## config.mk

```make
export PLATFORM = sky130hd
export DESIGN_NAME = vga_sprite_pipe
export DESIGN_NICKNAME = d
export VERILOG_FILES = /design/src/rtl/vga_sprite_pipe.sv
export SDC_FILE = /design/constraint.sdc
export NUM_CORES = 1
export LEC_CHECK = 0
export CAP_MARGIN = 20
export CORE_MARGIN = 2
export CORE_UTILIZATION = 27
export CTS_BUF_LIST = sky130_fd_sc_hd__clkbuf_8
export DETAILED_ROUTE_END_ITERATION = 8
export GPL_TIMING_DRIVEN = 0
export PLACE_DENSITY = 0.55
export SETUP_SLACK_MARGIN = 0.1
export SYNTH_ARGS = -nofsm -noshare
export SYNTH_HDL_FRONTEND = slang
export SYNTH_SLANG_ARGS = --single-unit
```

## constraint.sdc

```tcl
create_clock -name pclk -period 15 [get_ports pclk]
set_input_delay 3 -clock pclk [delete_from_list [all_inputs] [get_ports pclk]]
set_output_delay 3 -clock pclk [all_outputs]
set_load 0.05 [all_outputs]
```

## src/rtl/vga_sprite_pipe.sv

```systemverilog
// Pixel pipeline stage between the 640x480 timing generator and the VGA pins.
// It latches the sprite position once per frame, generates the sprite ROM address
// and absorbs the ROM read latency. It then composites the sprite over a background
// colour. RGB and syncs leave with the same latency, ROM_LAT+2 cycles.
//
// Ports:
//   pclk, rst            pixel clock, synchronous active-high reset
//   hsync_in, vsync_in   timing-generator syncs
//   valid_in             active-video flag
//   h_cnt, v_cnt         pixel column / line number
//   sprite_x, sprite_y   requested sprite top-left corner (latched once per frame)
//   bg_color             RGB444 background, sampled at the output stage
//   rom_addr, rom_data   sprite ROM address out / RGB444 pixel back
//   hsync, vsync         syncs aligned with the RGB outputs
//   vga_r, vga_g, vga_b  RGB444 outputs
//   frame_tick           one-cycle pulse after a new position is latched
module vga_sprite_pipe #(
  parameter int unsigned SPR_W     = 100,
  parameter int unsigned SPR_H     = 100,
  parameter int unsigned H_ACTIVE  = 640,
  parameter int unsigned V_ACTIVE  = 480,
  parameter int unsigned ROM_LAT   = 1,
  parameter int unsigned ADDR_W    = 14,
  parameter bit          SYNC_IDLE = 1'b1
) (
  input  logic              pclk,
  input  logic              rst,
  input  logic              hsync_in,
  input  logic              vsync_in,
  input  logic              valid_in,
  input  logic [9:0]        h_cnt,
  input  logic [9:0]        v_cnt,
  input  logic [9:0]        sprite_x,
  input  logic [9:0]        sprite_y,
  input  logic [11:0]       bg_color,
  output logic [ADDR_W-1:0] rom_addr,
  input  logic [11:0]       rom_data,
  output logic              hsync,
  output logic              vsync,
  output logic [3:0]        vga_r,
  output logic [3:0]        vga_g,
  output logic [3:0]        vga_b,
  output logic              frame_tick
);

  localparam logic [9:0]        XMax   = 10'(H_ACTIVE - SPR_W);
  localparam logic [9:0]        YMax   = 10'(V_ACTIVE - SPR_H);
  localparam logic [9:0]        VLatch = 10'(V_ACTIVE);
  localparam logic [10:0]       SprW11 = 11'(SPR_W);
  localparam logic [10:0]       SprH11 = 11'(SPR_H);
  localparam logic [ADDR_W-1:0] SprWA  = ADDR_W'(SPR_W);

  logic [9:0]        x_q, y_q;
  logic              tick_q;
  logic [ADDR_W-1:0] addr_q;
  logic [ROM_LAT:0]  area_q, valid_q;
  logic [ROM_LAT+1:0] hs_q, vs_q;
  logic [11:0]       rgb_q;

  logic              latch;
  logic [9:0]        x_clamp, y_clamp;
  logic              in_x, in_y, in_area;
  logic [9:0]        dx10, dy10;
  logic [ADDR_W-1:0] addr_d;
  logic [11:0]       rgb_d;

  // Position is only taken at the first blanking line, so motion never tears a frame.
  always_comb begin
    latch   = (v_cnt == VLatch) && (h_cnt == 10'd0);
    x_clamp = (sprite_x > XMax) ? XMax : sprite_x;
    y_clamp = (sprite_y > YMax) ? YMax : sprite_y;
  end

  // Upper bounds compared at 11 bits so x_q+SPR_W cannot wrap.
  always_comb begin
    in_x    = (h_cnt >= x_q) && ({1'b0, h_cnt} < ({1'b0, x_q} + SprW11));
    in_y    = (v_cnt >= y_q) && ({1'b0, v_cnt} < ({1'b0, y_q} + SprH11));
    in_area = valid_in && in_x && in_y;
    dx10    = h_cnt - x_q;
    dy10    = v_cnt - y_q;
    addr_d  = '0;
    if (in_area) begin
      addr_d = ADDR_W'(dy10) * SprWA + ADDR_W'(dx10);
    end
  end

  // Output compositing: blanking is black, otherwise sprite over background.
  always_comb begin
    rgb_d = 12'h000;
    if (valid_q[ROM_LAT]) begin
      rgb_d = area_q[ROM_LAT] ? rom_data : bg_color;
    end
  end

  always_ff @(posedge pclk) begin
    if (rst) begin
      x_q     <= '0;
      y_q     <= '0;
      tick_q  <= 1'b0;
      addr_q  <= '0;
      area_q  <= '0;
      valid_q <= '0;
      hs_q    <= {(ROM_LAT + 2){SYNC_IDLE}};
      vs_q    <= {(ROM_LAT + 2){SYNC_IDLE}};
      rgb_q   <= '0;
    end else begin
      if (latch) begin
        x_q <= x_clamp;
        y_q <= y_clamp;
      end
      tick_q  <= latch;
      addr_q  <= addr_d;
      // in-area/valid need ROM_LAT+1 stages to meet rom_data at the output register.
      area_q  <= {area_q[ROM_LAT-1:0], in_area};
      valid_q <= {valid_q[ROM_LAT-1:0], valid_in};
      hs_q    <= {hs_q[ROM_LAT:0], hsync_in};
      vs_q    <= {vs_q[ROM_LAT:0], vsync_in};
      rgb_q   <= rgb_d;
    end
  end

  assign rom_addr   = addr_q;
  assign frame_tick = tick_q;
  assign hsync      = hs_q[ROM_LAT+1];
  assign vsync      = vs_q[ROM_LAT+1];
  assign vga_r      = rgb_q[11:8];
  assign vga_g      = rgb_q[7:4];
  assign vga_b      = rgb_q[3:0];

endmodule

```

==> impl_metrics.yaml <==
run_status:
  status: "finished, final reports clean"
power:
  finalPower_mw: 0.523
  intPower_mw: 0.332
  power.switching_mw: 0.191
  power_density_nw_per_um2: 91.9
  combPwrFrac: 0.462
  power_leakage_nw: 2.31
  switching_share: 0.366
  power.share.sequential: 0.295
  ir_drop_uv: 46.9
  pwr-share-clk: 0.243
synth:
  yosysSeqAreaShare: 0.267
  synth_common_cells: "ha_1, dfxtp_1, inv_1, nor2_1, a21oi_1"
  synth.largest_area_cell: "dfxtp_1"
  yosys-top-cells-area: "dfxtp_1, ha_1, xnor2_1"
  syn_inst: 496
  synth-main-ff-cell: "dfxtp_1"
  ys_async_sr_fraction: 0
  ys_types: 47
  yosys_warnings: 0
  ys_ff_latch: 57
  synth_most_common_cell: "ha_1"
  postSynthAreaPerCell_sq_um: 8.62
  synth-edff-count: 0
  yosysTopAreaCellShare: 0.267
  syn-num-nets: 643
  syn_area_sq_um: 4280
worst_setup_path:
  r2r_cells: 18
  setup.worst_path.class: "input port to register"
  cp-endpoint: "rom_addr[13]"
  worst_path_max_delay_cell: "fa_1"
  path_max_fanout: 4
  worstPathRequired_ns: 15.29
  crit_arrival_ns: 7.87
  r2r_end: "rom_addr[13]"
  startpoint: "v_cnt[0]"
  cp_slowest_stage_delay_ns: 0.53
  crit_chain: "clkdlybuf4s50_1, inv_1, ha_1, fa_1, nand2b_1, a21oi_2, a21o_1, a21oi_1, xnor2_1, ha_1, ha_1, inv_1, fa_1, inv_1, ha_1, a21oi_1, xnor2_1, nor3b_1, xnor3_1, nor2_1"
  timing.reg2reg.setup_slack_ns: 10.24
  start_kind: "input port"
  critPathCaptureType: "register"
  rr_startpoint: "y_q[0]"
  crit_top_cell: "ha_1"
timing:
  timing.hold.ws_ns: 0.411
  tightest_slew_ns: 0.710
  final_max_slew_viol_count: 0
  fin_tns_setup_ns: 0
  worst_slack_ns: 7.42
  rsz0062_at_grt: "no"
  period_needed_ns: 7.58
  clock_skew_ns: 0.0100
  max_clock_freq_ghz: 0.132
  slew_headroom: 0.527
  hold_violations: 0
  period_share: 0.505
  final-setup-viol-count: 0
placement:
  hpwl_um: 8940
  portBuffers: 97
  dp_slack_ns: 7.07
  gp_congestion: 0.828
layout:
  fin_util: 0.363
  fill_cells: 1633
  drive_gt1_frac: 0.0460
  final_nets: 751
  antennaDiodeCount: 0
  area_growth_pct: 33.0
drt:
  ant_nets: 0
  detail_route.wirelength_um: 10400
  dr.pass1.iters: 4
  first_iter_violations: 110
  drcViolationCount: 0
  vias_per_cell: 4.46
  routedWlPerCell_um: 12.6
  vias: 3676
cts:
  clk_pin_slew_worst_paths_ns: 0.07
  cts_resized: 0
  cts_tree: "done"
  cts.path.max_buffers: 2
  clock_sinks: 57
  clock_latency_ns: 0.37
  clockRootBuffer: "clkbuf_8"
  h-tree-depth: 3
  cts_hold_buffers: 0
  post_cts_buffers: 0
  numCtsBuffers: 9
job:
  drv_cap: 0
global_route:
  grt_max_degree: 12
  grt_overflow: 0
  antenna_found_initial: 0
  grt_usage: 0.126
  grt_pass1_vias: 3528
  grt_pass1_wl_um: 16300
floorplan:
  fp.dieArea_sq_um: 16900
  die_y_um: 130
  start_util: 0.273
  io_pins: 98
  die_x_um: 130
  core-area_sq_um: 15700
  row_count: 46
worst_hold_path:
  hp-start: "hs_q[0]"
  hp-class: "register to register"
[per-stage QoR]
| stage | cells | area, sq um |
|---|---|---|
| after floorplan | 496 | 4280 |
| after global placement | 809 | 5520 |
| after detailed placement | 809 | 5520 |
| after CTS | 825 | 5690 |
| after global routing | 825 | 5690 |
| final | 825 | 5690 |
[cell usage in the layout, fill, tap and decap left out, types with 3 or more instances in the layout]
cell type	count
ha_1	70
nand3b_1	4
xor2_1	8
a211oi_1	8
clkdlybuf4s50_1	97
or2_2	6
nor3b_1	3
nand2_1	28
clkbuf_8	9
o211ai_1	4
o31ai_1	4
mux2i_1	12
clkinvlp_4	3
and3_1	3
o21ai_0	6
clkinv_2	3
nor2b_1	10
o21a_1	8
nor3_1	12
a221oi_1	6
o21ai_1	7
clkbuf_1	8
nor4_1	5
a22oi_1	4
fa_1	8
inv_1	56
nand4_1	3
nand2b_1	4
nor2_1	51
nand3_1	9
xnor2_1	29
a21o_1	11
dfxtp_1	57
a21oi_1	31
[flip-flops by register name, summed over array words and instances, names as in the netlist]
name,cells
area_q,2
frame_tick,1
hs_q,3
rgb_q,12
rom_addr,14
valid_q,2
vs_q,3
x_q,10
y_q,10
[per-layer routing]
layer  global-route usage  part of all wire
met4               0.0576             0.018
met5                    0                 0
met1                0.157              0.47
met2                0.209              0.47
met3               0.0279             0.039
[cell type report]
type	count	area (sq um)	share of cell area
Multi-Input combinational cell	372	2890	0.507
Tap cell	216	270	0.0475
Buffer	9	33.8	0.00594
Sequential cell	57	1140	0.201
Inverter	58	218	0.0383
Clock inverter	7	46.3	0.00814
Timing Repair Buffer	97	971	0.171
Clock buffer	9	124	0.0218
[cell families after synthesis]
| kind of cell | synth area share |
|---|---|
| AND/OR/NAND/NOR | 0.159 |
| XOR/XNOR | 0.0886 |
| flip-flops | 0.267 |
| multiplexers | 0.0281 |
| adder cells (fa/ha/maj) | 0.242 |
| buffers and inverters | 0.0588 |
| AO/OA/AOI/OAI | 0.156 |
[worst max-delay path, delay by kind of cell]
family	cells	cell delay, ns
simple gates	3	0.59
fa+ha+maj	6	2.08
compound gates	4	0.74
buf+inv	4	0.62
xor+xnor	3	0.85
[power groups by stage]
stage	registers, mW	clock network [mW]	logic (mW)
6_report	0.154	0.127	0.242
5_1_grt	0.154	0.140	0.271
4_1_cts	0.154	0.133	0.242
3_5_place_dp	0.158	0	0.240
3_3_place_gp	0.158	0	0.238
2_1_floorplan	0.163	0	0.179
[worst min path at each step]
stage | to | slack, ns | cells past startpoint
final | hs_q[1] | 0.41 | 1
after global routing | hs_q[1] | 0.42 | 1
after CTS | hs_q[2] | 0.41 | 1
after detailed placement | hs_q[2] | 0.40 | 1
after global placement | hs_q[2] | 0.39 | 1
after floorplan | hs_q[1] | 0.39 | 1
Note: power is estimated with default switching activity, not from simulation.
